$ cat config.mk
export PLATFORM = sky130hd
export DESIGN_NAME = keypad_event_queue
export DESIGN_NICKNAME = d
export VERILOG_FILES = /design/src/rtl/keypad_pkg.sv /design/src/rtl/keypad_evt_fifo.sv /design/src/rtl/keypad_event_queue.sv
export SDC_FILE = /design/constraint.sdc
export NUM_CORES = 1
export LEC_CHECK = 0
export CORE_ASPECT_RATIO = 0.6
export CORE_MARGIN = 4
export CORE_UTILIZATION = 60
export CTS_BUF_LIST = sky130_fd_sc_hd__clkbuf_8 sky130_fd_sc_hd__clkbuf_16
export DETAILED_ROUTE_END_ITERATION = 16
export GPL_TIMING_DRIVEN = 0
export PLACE_DENSITY_LB_ADDON = 0.2
export REMOVE_ABC_BUFFERS = 1
export SLEW_MARGIN = 20
export SYNTH_ARGS = -nofsm -noshare
export SYNTH_HDL_FRONTEND = slang
export SYNTH_HIERARCHICAL = 1
export SYNTH_SLANG_ARGS = --single-unit
$ cat constraint.sdc
create_clock -name clk -period 6.5 [get_ports clk]
set_input_delay 1.3 -clock clk [delete_from_list [all_inputs] [get_ports clk]]
set_output_delay 1.3 -clock clk [all_outputs]
set_load 0.05 [all_outputs]
$ cat src/rtl/keypad_pkg.sv
// Shared types and constants for the keypad event path: FSM states,
// the queued event record and the idle level of the active-low row pins.
package keypad_pkg;

    typedef enum logic [1:0] {
        IDLE,
        DEBOUNCE,
        HELD,
        REPEAT
    } key_state_t;

    // 5-bit queue entry: key code plus press/auto-repeat flag.
    typedef struct packed {
        logic [3:0] code;
        logic       is_repeat;
    } key_evt_t;

    localparam logic [3:0] ROWS_IDLE = 4'hF;

endpackage

$ cat src/rtl/keypad_evt_fifo.sv
// First-word fall-through FIFO of 5-bit key events. A push to a full FIFO is
// accepted only when a pop happens in the same cycle; otherwise it is ignored.
module keypad_evt_fifo #(
    parameter int DEPTH = 4
) (
    input  logic                     clk,
    input  logic                     rst,
    input  logic                     push,
    input  logic [4:0]               push_data,
    input  logic                     pop,
    output logic [4:0]               head,
    output logic [$clog2(DEPTH):0]   count,
    output logic                     full,
    output logic                     empty
);

    localparam int AW = $clog2(DEPTH);
    localparam logic [AW:0] ONE       = (AW + 1)'(1);
    localparam logic [AW:0] DEPTH_CNT = (AW + 1)'(DEPTH);

    logic [4:0]    mem [DEPTH];
    logic [AW-1:0] wr_ptr;
    logic [AW-1:0] rd_ptr;
    logic          rd_en;
    logic          wr_en;

    assign empty = (count == '0);
    assign full  = (count == DEPTH_CNT);
    assign rd_en = pop && !empty;
    assign wr_en = push && (!full || rd_en);

    // Storage is undefined after reset, so the head is masked while empty.
    assign head = empty ? 5'd0 : mem[rd_ptr];

    // NOTE: the storage array has no reset; the pointers and count alone
    // define what is valid, and leaving it unreset keeps it a plain RAM.
    always_ff @(posedge clk) begin
        if (wr_en) begin
            mem[wr_ptr] <= push_data;
        end
    end

    // Pointers wrap naturally because DEPTH is a power of two.
    always_ff @(posedge clk or posedge rst) begin
        if (rst) begin
            wr_ptr <= '0;
            rd_ptr <= '0;
            count  <= '0;
        end else begin
            if (wr_en) wr_ptr <= wr_ptr + 1'b1;
            if (rd_en) rd_ptr <= rd_ptr + 1'b1;
            case ({wr_en, rd_en})
                2'b10:   count <= count + ONE;
                2'b01:   count <= count - ONE;
                default: count <= count;
            endcase
        end
    end

endmodule

$ cat src/rtl/keypad_event_queue.sv
// Debounces keypad presses, generates press and auto-repeat events and
// queues them for the game logic behind a valid/ready handshake.
module keypad_event_queue
    import keypad_pkg::*;
#(
    parameter int DEBOUNCE_CYCLES = 2000000,
    parameter int SCAN_CYCLES     = 400000,
    parameter int REPEAT_DELAY    = 50000000,
    parameter int REPEAT_RATE     = 10000000,
    parameter int FIFO_DEPTH      = 4
) (
    input  logic                          clk,
    input  logic                          rst,
    input  logic [3:0]                    key_code,
    input  logic [3:0]                    key_row,
    output logic [3:0]                    evt_code,
    output logic                          evt_repeat,
    output logic                          evt_valid,
    input  logic                          evt_ready,
    output logic                          key_held,
    output logic                          overflow,
    output logic [$clog2(FIFO_DEPTH):0]   fifo_count
);

    localparam int MAX_AB  = (DEBOUNCE_CYCLES > REPEAT_DELAY) ? DEBOUNCE_CYCLES : REPEAT_DELAY;
    localparam int MAX_CNT = (MAX_AB > REPEAT_RATE) ? MAX_AB : REPEAT_RATE;
    localparam int CW      = (MAX_CNT > 1) ? $clog2(MAX_CNT) : 1;
    localparam int RW      = $clog2(SCAN_CYCLES + 1);

    localparam logic [CW-1:0] DEB_LAST   = CW'(DEBOUNCE_CYCLES - 1);
    localparam logic [CW-1:0] DELAY_LAST = CW'(REPEAT_DELAY - 1);
    localparam logic [CW-1:0] RATE_LAST  = CW'(REPEAT_RATE - 1);
    localparam logic [RW-1:0] SCAN_LOAD  = RW'(SCAN_CYCLES);

    logic [3:0] row_meta;
    logic [3:0] row_sync;
    logic       any_low;
    logic [RW-1:0] quiet_left;
    logic       pressed;

    key_state_t state;
    logic [CW-1:0] cnt;
    logic [3:0] cand;
    logic       term;
    logic       push;
    key_evt_t   push_evt;
    key_evt_t   head_evt;
    logic       pop;
    logic       full;
    logic       empty;

    // NOTE: sequential state uses non-blocking assignments so every flop
    // samples pre-edge values, which is what makes the two-flop chain a chain.
    always_ff @(posedge clk or posedge rst) begin
        if (rst) begin
            row_meta <= ROWS_IDLE;
            row_sync <= ROWS_IDLE;
        end else begin
            row_meta <= key_row;
            row_sync <= row_meta;
        end
    end

    assign any_low = (row_sync != ROWS_IDLE);

    // Counts down the remaining quiet time instead of up the elapsed time, so
    // the reset value 0 means "released" and no phantom press follows reset.
    always_ff @(posedge clk or posedge rst) begin
        if (rst) begin
            quiet_left <= '0;
        end else if (any_low) begin
            quiet_left <= SCAN_LOAD;
        end else if (quiet_left != '0) begin
            quiet_left <= quiet_left - RW'(1);
        end
    end

    assign pressed = (quiet_left != '0);

    // NOTE: every signal written in always_comb gets a default first so no
    // path leaves it unassigned and no latch is inferred.
    always_comb begin
        term = 1'b0;
        case (state)
            DEBOUNCE: term = (cnt == DEB_LAST);
            HELD:     term = (cnt == DELAY_LAST);
            REPEAT:   term = (cnt == RATE_LAST);
            default:  term = 1'b0;
        endcase
    end

    // An event is issued on the terminal count only if neither release nor a
    // code change pre-empts it this cycle.
    assign push               = (state != IDLE) && pressed && (key_code == cand) && term;
    assign push_evt.code      = cand;
    assign push_evt.is_repeat = (state != DEBOUNCE);

    always_ff @(posedge clk or posedge rst) begin
        if (rst) begin
            state    <= IDLE;
            cnt      <= '0;
            cand     <= '0;
            key_held <= 1'b0;
        end else begin
            case (state)
                IDLE: begin
                    if (pressed) begin
                        state <= DEBOUNCE;
                        cand  <= key_code;
                        cnt   <= '0;
                    end
                end
                default: begin
                    if (!pressed) begin
                        state    <= IDLE;
                        cnt      <= '0;
                        key_held <= 1'b0;
                    end else if (key_code != cand) begin
                        state    <= DEBOUNCE;
                        cand     <= key_code;
                        cnt      <= '0;
                        key_held <= 1'b0;
                    end else if (term) begin
                        state    <= (state == DEBOUNCE) ? HELD : REPEAT;
                        cnt      <= '0;
                        key_held <= 1'b1;
                    end else begin
                        cnt <= cnt + CW'(1);
                    end
                end
            endcase
        end
    end

    assign pop = evt_ready && !empty;

    keypad_evt_fifo #(
        .DEPTH (FIFO_DEPTH)
    ) u_fifo (
        .clk       (clk),
        .rst       (rst),
        .push      (push),
        .push_data (push_evt),
        .pop       (pop),
        .head      (head_evt),
        .count     (fifo_count),
        .full      (full),
        .empty     (empty)
    );

    assign evt_code   = head_evt.code;
    assign evt_repeat = head_evt.is_repeat;
    assign evt_valid  = !empty;

    always_ff @(posedge clk or posedge rst) begin
        if (rst) begin
            overflow <= 1'b0;
        end else if (push && full && !pop) begin
            overflow <= 1'b1;
        end
    end

endmodule

## Yosys cells after proc, flatten, opt, wreduce, memory -nomap -nowiden

Memory sizes are Yosys's and may differ from the RTL's.
Index checks and enable logic that the tools add are counted.

| cells by class | value |
|---|---|
| $add $sub $neg | 6 |
| eq/ne operators | 16 |
| mux-type cells | 25 |
| bitwise logic cells | 1 |
| reduce and logical (&&, ||, !) cells | 22 |

Operators with widths:

| kind | number |
|---|---|
| 2-to-1 mux 26 bit | 5 |
| 2-to-1 mux 19 bit | 2 |
| adder 26 x 1 -> 26 bit (second input constant) | 1 |
| == test 26 x 21 -> 1 bit (second input constant) | 1 |
| == test 26 x 24 -> 1 bit (second input constant) | 1 |
| == test 26 bit (second input constant) | 1 |
| nonzero test 19 bit | 1 |
| subtractor 19 x 1 -> 19 bit (second input constant) | 1 |
| 2-to-1 mux 4 bit | 4 |
| 2-to-1 mux 2 bit | 5 |
| logical AND 1 bit | 8 |
| nonzero test 2 bit | 4 |
| == test 2 bit (second input constant) | 3 |
| 2-to-1 mux 1 bit | 6 |
| one-hot mux 3 bit (2 select lines) | 1 |
| AND reduction 2 bit | 3 |
| 2-to-1 mux 5 bit | 1 |
| adder 2 x 1 -> 2 bit (second input constant) | 2 |
| == test 2 x 1 -> 1 bit (second input constant) | 2 |
| == test 4 bit | 1 |
| inequality test 4 x 1 -> 1 bit (second input constant) | 1 |
| inequality test 4 bit | 1 |
| inequality test 4 bit (second input constant) | 1 |
| adder 3 x 1 -> 3 bit (second input constant) | 1 |
| other kinds (11) | 13 |

| storage, ports and cells | value |
|---|---|
| register bits | 68 |
| bits in writable memories | 20 |
| input bits | 11 |
| output and inout port bits | 11 |
| logic and storage cells | 82 |
| memories | 1 |

Memory list:

| memory | depth | bits a word | read ports | clocked after Yosys merged registers in | write ports | line | text |
|---|---|---|---|---|---|---|---|
| u_fifo.mem | 4 | 5 | 1 | 0 | 1 | keypad_evt_fifo.sv:21 | `logic [4:0] mem [DEPTH];` |

## Longest topological paths before layout

Gate-level depths: netlist of the first run.

| depth | value |
|---|---|
| depth in word-level cells | 8 |
| mapped depth | 15 |
| mapped depth without buffers | 14 |

## Hierarchy

Netlist of the first run, hierarchy kept.

By module, submodules not included:

| module | instances | cells each | area each (um^2) | sequential area each (um^2) |
|---|---|---|---|---|
| keypad_event_queue | 1 | 337 | 3343.2 | 1536.5 |
| keypad_evt_fifo | 1 | 73 | 1201.2 | 775.7 |

## Worst setup path after synthesis of the first run

No wires, ideal clock.

| path | value |
|---|---|
| path kind | in2reg |
| from | input port key_code[1] |
| to | register u_fifo.count[2] |
| setup time | 0.144 ns |
| arrival time | 3.182 ns |
| data required time | 6.356 ns |
| setup slack | 3.174 ns |
| cell stages on the path | 13 |
| path buffers | 1 |
| cell sequence | xor2_1 nor4_4 o211ai_2 buf_6 nor2_1 o21a_4 inv_1 ha_1 inv_1 fa_1 xor2_1 nor2_1 xor2_1 |

| on the way | value |
|---|---|
| word-level cells in the longest chain between the ends | 6 |
| elaborated cells between the ends (all ways) | 8 |
| classes of those cells | eq/ne: 3; mux: 1; reduce/logical: 4 |

Ends and longest elaborated chain:

| item | line | text |
|---|---|---|
| start: declaration | keypad_event_queue.sv:14 | `input logic [3:0] key_code,` |
| == test 4 bit * | keypad_event_queue.sv:94 | `assign push = (state != IDLE) && pressed && (key_code == cand) && term;` |
| logical AND 1 bit * (2 in a row) | keypad_event_queue.sv:94 |  |
| named net push | keypad_event_queue.sv:45 | `logic push;` |
| logical AND 1 bit * | keypad_evt_fifo.sv:30 | `assign wr_en = push && (!full \|\| rd_en);` |
| == test 2 x 1 -> 1 bit or == test 2 bit (tied branches) | keypad_evt_fifo.sv:52 | `case ({wr_en, rd_en})` |
| one-hot mux 3 bit (2 select lines) or nonzero test 2 bit (tied branches) | - |  |
| end signal: assignment | keypad_evt_fifo.sv:53 | `2'b10: count <= count + ONE;` |
| end signal: assignment | keypad_evt_fifo.sv:54 | `2'b01: count <= count - ONE;` |
| end signal: assignment | keypad_evt_fifo.sv:55 | `default: count <= count;` |
| end: declaration | keypad_evt_fifo.sv:12 | `output logic [$clog2(DEPTH):0] count,` |

Mark *: on every way through the listed nets, which the timed path passes. The rest lies on a longest branch.
A chain may end at the register's enable or synchronous reset.

## Worst setup path after layout of the first run

| path | value |
|---|---|
| from | input port key_code[1] |
| to | register cnt[19] |

| on the way | value |
|---|---|
| word-level cells in the longest chain between the ends | 4 |

Ends and longest elaborated chain:

| item | line | text |
|---|---|---|
| inequality test 4 bit | keypad_event_queue.sv:118 | `end else if (key_code != cand) begin` |
| 2-to-1 mux 26 bit | keypad_event_queue.sv:118 |  |
| 2-to-1 mux 26 bit | keypad_event_queue.sv:114 | `if (!pressed) begin` |
| 2-to-1 mux 26 bit | keypad_event_queue.sv:105 | `case (state)` |
| end signal: assignment | keypad_event_queue.sv:128 | `cnt <= cnt + CW'(1);` |
| end: declaration | keypad_event_queue.sv:42 | `logic [CW-1:0] cnt;` |

No other way between the ends.

==> results of run 1 <==
-- where the power goes --
part	total [uW]	internal [uW]	switching [uW]	leakage (uW)
clock	486	262	224	0.000129
combinational	312	123	189	0.000811
sequential	626	589	36.9	0.00104
-- worst max-delay path, delay by kind of cell --
family          cells  cell delay (ns)
xor+xnor            1             0.18
simple gates        2             1.03
compound gates      2             1.16
buf+inv             1             0.43
-- worst min path at each step --
stage	endpoint	slack [ns]
2_1_floorplan	row_sync[0]	0.35
3_3_place_gp	row_sync[2]	0.35
3_5_place_dp	row_sync[2]	0.35
4_1_cts	row_sync[2]	0.36
5_1_grt	row_sync[2]	0.36
6_report	row_sync[2]	0.36
-- per-stage QoR --
stage	worst slack, ns	hold slack [ns]	cells
6_report	2.61	0.357	537
4_1_cts	2.68	0.357	537
3_5_place_dp	2.33	0.347	521
2_1_floorplan	3.17	0.345	392
5_1_grt	2.42	0.356	537
3_3_place_gp	2.35	0.348	517
-- synth_stat cells, drive strengths merged (3+ instances only) --
cell / instances
ha: 7
inv: 20
nand4b: 5
and2: 12
xor2: 16
nor3: 13
or3: 8
a22oi: 3
mux4: 5
dfrtp: 60
nand3b: 3
a31oi: 6
o31ai: 6
nand3: 25
nor4: 14
a21oi: 10
o21ai: 8
nand2: 41
edfxtp: 20
buf: 14
dfstp: 8
and3: 7
clkbuf: 4
o211a: 3
nor2: 26
o211ai: 3
nand4: 15
mux2: 5
or4: 4
xnor2: 17
-- placed cells by master, fill, tap and decap left out, types with 9 or more instances in the layout --
cell             synthesis  routed
dfrtp_1                 60      60
xor2_1                  16      16
nand4_1                 14      14
nand2_1                 38      38
nor2_1                  25      25
clkdlybuf4s50_1          0      21
clkbuf_16                0       9
edfxtp_1                20      20
inv_1                   20      19
xnor2_1                 17      17
a21oi_1                  9       9
nand3_1                 25      25
-- per-layer routing --
| layer | track usage | part of all wire | up-vias |
|---|---|---|---|
| met5 | 0 | 0 | - |
| met4 | 0.0817 | 0.018 | 0 |
| met3 | 0.0682 | 0.058 | 15 |
| met2 | 0.311 | 0.43 | 91 |
| met1 | 0.320 | 0.49 | 1571 |
| li1 | - | - | 1522 |
-- logic make-up (layout without fill, tap and decap cells) --
kind of cell | count (synthesis) | after routing | synth area share
buffers and inverters | 38 | 61 | 0.0394
adders and majority gates | 8 | 8 | 0.0237
xor gates and xnor gates | 33 | 33 | 0.0636
muxes | 12 | 12 | 0.0424
AOI/OAI and AO/OA | 48 | 48 | 0.0782
and+or+nand+nor | 183 | 183 | 0.244
DFF | 88 | 88 | 0.509
-- cell type report --
type / count / area [um^2] / share of cell area
timing repair buffer: 25 / 248 / 0.0485
multi-input combinational: 284 / 2070 / 0.404
sequential: 88 / 2310 / 0.452
tap: 104 / 130 / 0.0255
clock inverter: 7 / 53.8 / 0.0105
inverter: 20 / 77.6 / 0.0152
clock buffer: 9 / 225 / 0.0441
-- sequential cells by signal, indices dropped and copies added, names as in the netlist --
| register | flops |
|---|---|
| overflow | 1 |
| cand | 4 |
| u_fifo/count | 3 |
| key_held | 1 |
| u_fifo/wr_ptr | 2 |
| row_meta | 4 |
| quiet_left | 19 |
| row_sync | 4 |
| u_fifo/rd_ptr | 2 |
| u_fifo/mem | 20 |
| state | 2 |
| cnt | 26 |
==> run_results.csv, run 1 <==
group,metric,value,unit
status,status,"complete, no violations",
yosys,yosysTopAreaCell,"dfrtp_1",
cells_and_area,area_growth,12.5,%
min_path,worstHoldStart,"row_meta[2]",
setup_path,cp-startpoint,"key_code[1]",
pwr,p_per_area,279,nW/um^2
yosys,synth_edf_count,20,
setup_path,endpoint,"cnt[19]",
cells_and_area,fin_area,5110,um^2
die,ios,22,
setup_path,worst_setup_path_end_kind,"flip-flop",
die,std_cell_rows,24,
setup_path,startpoint_type,"primary input",
yosys,synth_cells,410,
sta,period_share,0.598,
routing,wl_per_cell,17.3,um
global_routing,grt_max_degree,42,
run,cap_violations,0,
cells_and_area,nets,447,
clock_network,htreeDepth,3,
global_routing,grt.overflow.total,0,
die,core,7300,um^2
setup_path,critPathSlowestCell,"o211a_1",
setup_path,slowest_delay,0.71,ns
yosys,synth_flop_cell,"dfrtp_1",
setup_path,crit_chain,"clkdlybuf4s50_1 > xor2_1 > nor4_4 > o211a_1 > nand2_1 > o41ai_1",
setup_path,reg2reg_depth,12,
yosys,synth_top_area_frac,0.330,
sta,fmax,257,MHz
sta,clock-skew-final,0.00705,ns
routing,wirelength,9310,um
min_path,holdPathStages,0,
global_routing,grt_pass1_vias,2934,
sta,setup_viol,0,
routing,viasPerCell,5.96,
routing,drc_errors,0,
setup_path,worstReg2RegStart,"quiet_left[8]",
sta,max_slew.worst_pin.slew,0.723,ns
sta,fin_crit,3.89,ns
die,die_h,75.4,um
yosys,syn_avg_cell_area,11.1,um^2
yosys,synthDistinctLibCells,63,
clock_network,root_buffer,"clkbuf_16",
die,initial_utilization,0.623,
pwr,static-leakage-power,0.00198,uW
clock_network,cts_resized,0,
sta,relSlewSlack,0.518,
clock_network,numCtsBuffers,9,
clock_network,path_clk_slew,0.07,ns
clock_network,clk_latency,0.34,ns
cells_and_area,n_fill_cell,532,
die,die_area,9080,um^2
placed_design,gp_congestion,0.895,
yosys,synth-seq-cells,88,
placed_design,place_area,4830,um^2
yosys,synthesis.area,4540,um^2
placed_design,dp_hpwl,6530,um
yosys,yosysWarnings,6,
die,fp.dieW,120,um
cells_and_area,antenna_cells,0,
global_routing,antenna_found_initial,0,
routing,detailedRoute.firstIterationViolations,227,
global_routing,grt_pass1_wl,15200,um
setup_path,r2r_end,"u_fifo/count[2]",
yosys,ys_seq_area_frac,0.509,
setup_path,required,6.73,ns
routing,drt-pass1-iter-count,5,
clock_network,cts_setup_buffers,0,
yosys,ys_top_cells_by_area,"dfrtp_1 33%, edfxtp_1 13%, dfstp_2 4.6%",
global_routing,grt.total_usage,0.219,
clock_network,postCtsHoldBufs,0,
setup_path,crit_arrival,4.12,ns
routing,vias,3199,
pwr,peakVddDrop,0.000257,V
cells_and_area,drive_gt1_frac,0.152,
sta,setup_tns,0,ns
clock_network,clockBufferDepth,2,
routing,ant_nets,0,
placed_design,port_buffers,21,
setup_path,worst-setup-path-type,"in -> reg",
clock_network,cts_tree,"built",
setup_path,rrSetupSlack,3.52,ns
sta,rsz0062_at_grt,"no",
sta,maxSlewViolCount,0,
min_path,hold_path.class,"reg -> reg",
sta,hold_viol,0,
pwr,finalPower,1420,uW
yosys,async_flop_share,0.773,
cells_and_area,finish.utilization,0.701,
setup_path,worstPathMaxFanout,22,
clock_network,cts_sinks,88,
Note: power is estimated with default switching activity, not from simulation.
==> inputs of run 2 (changes only) <==
- CORE_UTILIZATION: 60 -> 54
- clock period: 6.5 -> 3.3 ns (I/O delays scaled with it)
==> run 2 against run 1 <==
Compared with the run above:
- clock power rose by 100%
- clock skew barely moved
- sequential share of layout area fell by 0.099 points
- routed wire length fell by 1.8%
- first-iteration DRC count rose by 41%
- combinational power rose by 97%
- cell count rose by 0.56%
- worst setup slack got worse by 2.5 ns
- register-to-register slack got worse by 3.3 ns
- total power rose by 99%
- largest cell class unchanged
==> run_results.csv, run 2 (synthesis gave the netlist of run 1 again) <==
group,metric,value,unit
clock_network,cts_sinks,88,
die,fp.dieW,126,um
global_routing,grt.total_usage,0.196,
clock_network,htreeDepth,3,
placed_design,pre_cts_ws,-0.219,ns
run,cap_violations,0,
sta,setup_tns,0,ns
setup_path,required,3.51,ns
setup_path,critPathSlowestCell,"o211a_1",
clock_network,cts_setup_buffers,0,
placed_design,dp_hpwl,6480,um
cells_and_area,largest_reg_flops,26,
placed_design,place_area,4840,um^2
cells_and_area,final_cell_mix,"60 x dfrtp_1, 38 x nand2_1, 25 x nand3_1, 25 x nor2_1, 23 x inv_1",
setup_path,r2r_end,"u_fifo/count[2]",
cells_and_area,drive_gt1_frac,0.141,
setup_path,endpoint,"cnt[19]",
clock_network,numCtsBuffers,9,
die,initial_utilization,0.565,
setup_path,worstPathMaxFanout,22,
sta,relSlewSlack,0.519,
pwr,static-leakage-power,0.00200,uW
setup_path,critPathBufInv,1,
clock_network,clk_latency,0.34,ns
cells_and_area,nets,446,
min_path,hold_path.class,"reg -> reg",
sta,fin_crit,3.22,ns
sta,max_slew.worst_pin.slew,0.722,ns
sta,hold_viol,0,
setup_path,crit_chain,"clkdlybuf4s50_1 > xor2_1 > nor4_4 > o211a_1 > nand2_1 > o41ai_1",
sta,fmax,311,MHz
placed_design,gp_congestion,0.877,
global_routing,grt_max_degree,49,
setup_path,cp.depth,6,
placed_design,placedCellCount,524,
cells_and_area,finalNonFillerCells,540,
die,die_area,10000,um^2
clock_network,cts_resized,0,
cells_and_area,regMostFlops,"cnt",
setup_path,worst_setup_path_end_kind,"flip-flop",
setup_path,cp-startpoint,"key_code[1]",
sta,maxSlewViolCount,0,
global_routing,grt_pass1_vias,3034,
routing,wirelength,9150,um
sta,rsz0062_at_grt,"yes",
clock_network,path_clk_slew,0.06,ns
routing,wl_per_cell,16.9,um
die,ios,22,
setup_path,reg2reg_depth,12,
routing,drt-pass1-iter-count,5,
cells_and_area,fin_area,5120,um^2
setup_path,path_delay_family,"compound AO/OA/AOI/OAI gates",
routing,drc_errors,0,
pwr,peakVddDrop,0.000491,V
cells_and_area,finish.utilization,0.637,
setup_path,rrSetupSlack,0.24,ns
global_routing,grt_pass1_wl,15400,um
sta,setup_ws,0.0820,ns
cells_and_area,area_growth,12.7,%
min_path,holdPathStages,0,
placed_design,port_buffers,21,
cells_and_area,n_fill_cell,639,
setup_path,startpoint_type,"primary input",
die,die_h,79.1,um
sta,setup_viol,0,
pwr,p_per_area,553,nW/um^2
clock_network,root_buffer,"clkbuf_16",
global_routing,grt.overflow.total,0,
routing,ant_nets,0,
setup_path,crit_arrival,3.43,ns
status,status,"complete, no violations",
setup_path,worstReg2RegStart,"quiet_left[7]",
die,core,8040,um^2
routing,detailedRoute.firstIterationViolations,319,
clock_network,postCtsHoldBufs,0,
cells_and_area,reg_top3,"cnt (26), u_fifo/mem (20), quiet_left (19)",
sta,clock-skew-final,0.00680,ns
routing,viasPerCell,5.89,
cells_and_area,layout_commonest_cell,"dfrtp_1",
sta,period_share,0.975,
clock_network,clockBufferDepth,2,
clock_network,cts_tree,"built",
cells_and_area,antenna_cells,0,
routing,vias,3183,
setup_path,slowest_delay,0.70,ns
global_routing,antenna_found_initial,0,
setup_path,worst-setup-path-type,"in -> reg",
die,std_cell_rows,25,
[run 2: changes by cell type in the layout (fill, tap and decap cells not counted)]
cell	before	now
inv_1	19	23
inv_6	3	0
buf_12	1	0
buf_16	0	1
buf_4	1	0
bufinv_16	0	1
clkinv_2	1	0
clkinvlp_4	3	2
[run 2: worst register-to-register path, stage by stage (launching register included)]
cell      delay [ns]
dfrtp_1         0.46
nor3_2          0.30
nand4_1         0.29
o211ai_2        0.58
nor2_1          0.13
o21a_4          0.18
inv_1           0.06
ha_1            0.16
inv_1           0.06
fa_1            0.37
xor2_1          0.15
nor2_1          0.11
xor2_1          0.15
[run 2: per-stage QoR]
stage,hold WS [ns],power [uW]
after floorplan,0.345,1680
after CTS,0.356,2850
after global routing,0.357,2960
final,0.355,2830
after detailed placement,0.347,1880
after global placement,0.346,1860
[run 2: report_power, final]
part           internal [uW]  switching, uW  total (uW)
combinational            244            371         615
clock                    575            403         979
sequential              1160           76.0        1240
total                   1980            851        2830
[run 2: layer usage]
metal,GRT usage,part of all wire,routed length (um)
met3,0.0558,0.042,386
met2,0.281,0.44,3990
met4,0.0450,0.0087,80
met5,0,0,0
met1,0.294,0.51,4690
[run 2: worst min path at each step]
| stage | startpoint | to |
|---|---|---|
| floorplan | row_meta[0] | row_sync[0] |
| global placement | row_meta[0] | row_sync[0] |
| detailed placement | row_meta[1] | row_sync[1] |
| CTS | row_meta[1] | row_sync[1] |
| global route | row_meta[1] | row_sync[1] |
| finish | row_meta[1] | row_sync[1] |
[run 2: final cells by class]
cell class              count  area (um^2)  share of cell area
inverters                  20         77.6              0.0151
well taps                 108          135              0.0264
multi-input cells         284         2070               0.403
clock buffers               9          225              0.0440
clock inverters             7         60.1              0.0117
repair buffers             24          248              0.0484
flip-flops and latches     88         2310               0.451
==> inputs of run 3 (changes only) <==
- CORE_UTILIZATION: 54 -> 60
- clock period: 3.3 -> 3.6 ns (I/O delays scaled with it)
==> results of run 3 <==
The final DEF is identical to that of run 1. Status: complete, no violations.
Among the figures that moved: setup slack after placement 2.33 ns -> 0.0111 ns; setup slack after layout 2.61 ns -> 0.294 ns; register-to-register setup slack 3.52 ns -> 0.62 ns; total power 1420 uW -> 2570 uW; worst IR drop on VDD 0.000257 V -> 0.000464 V
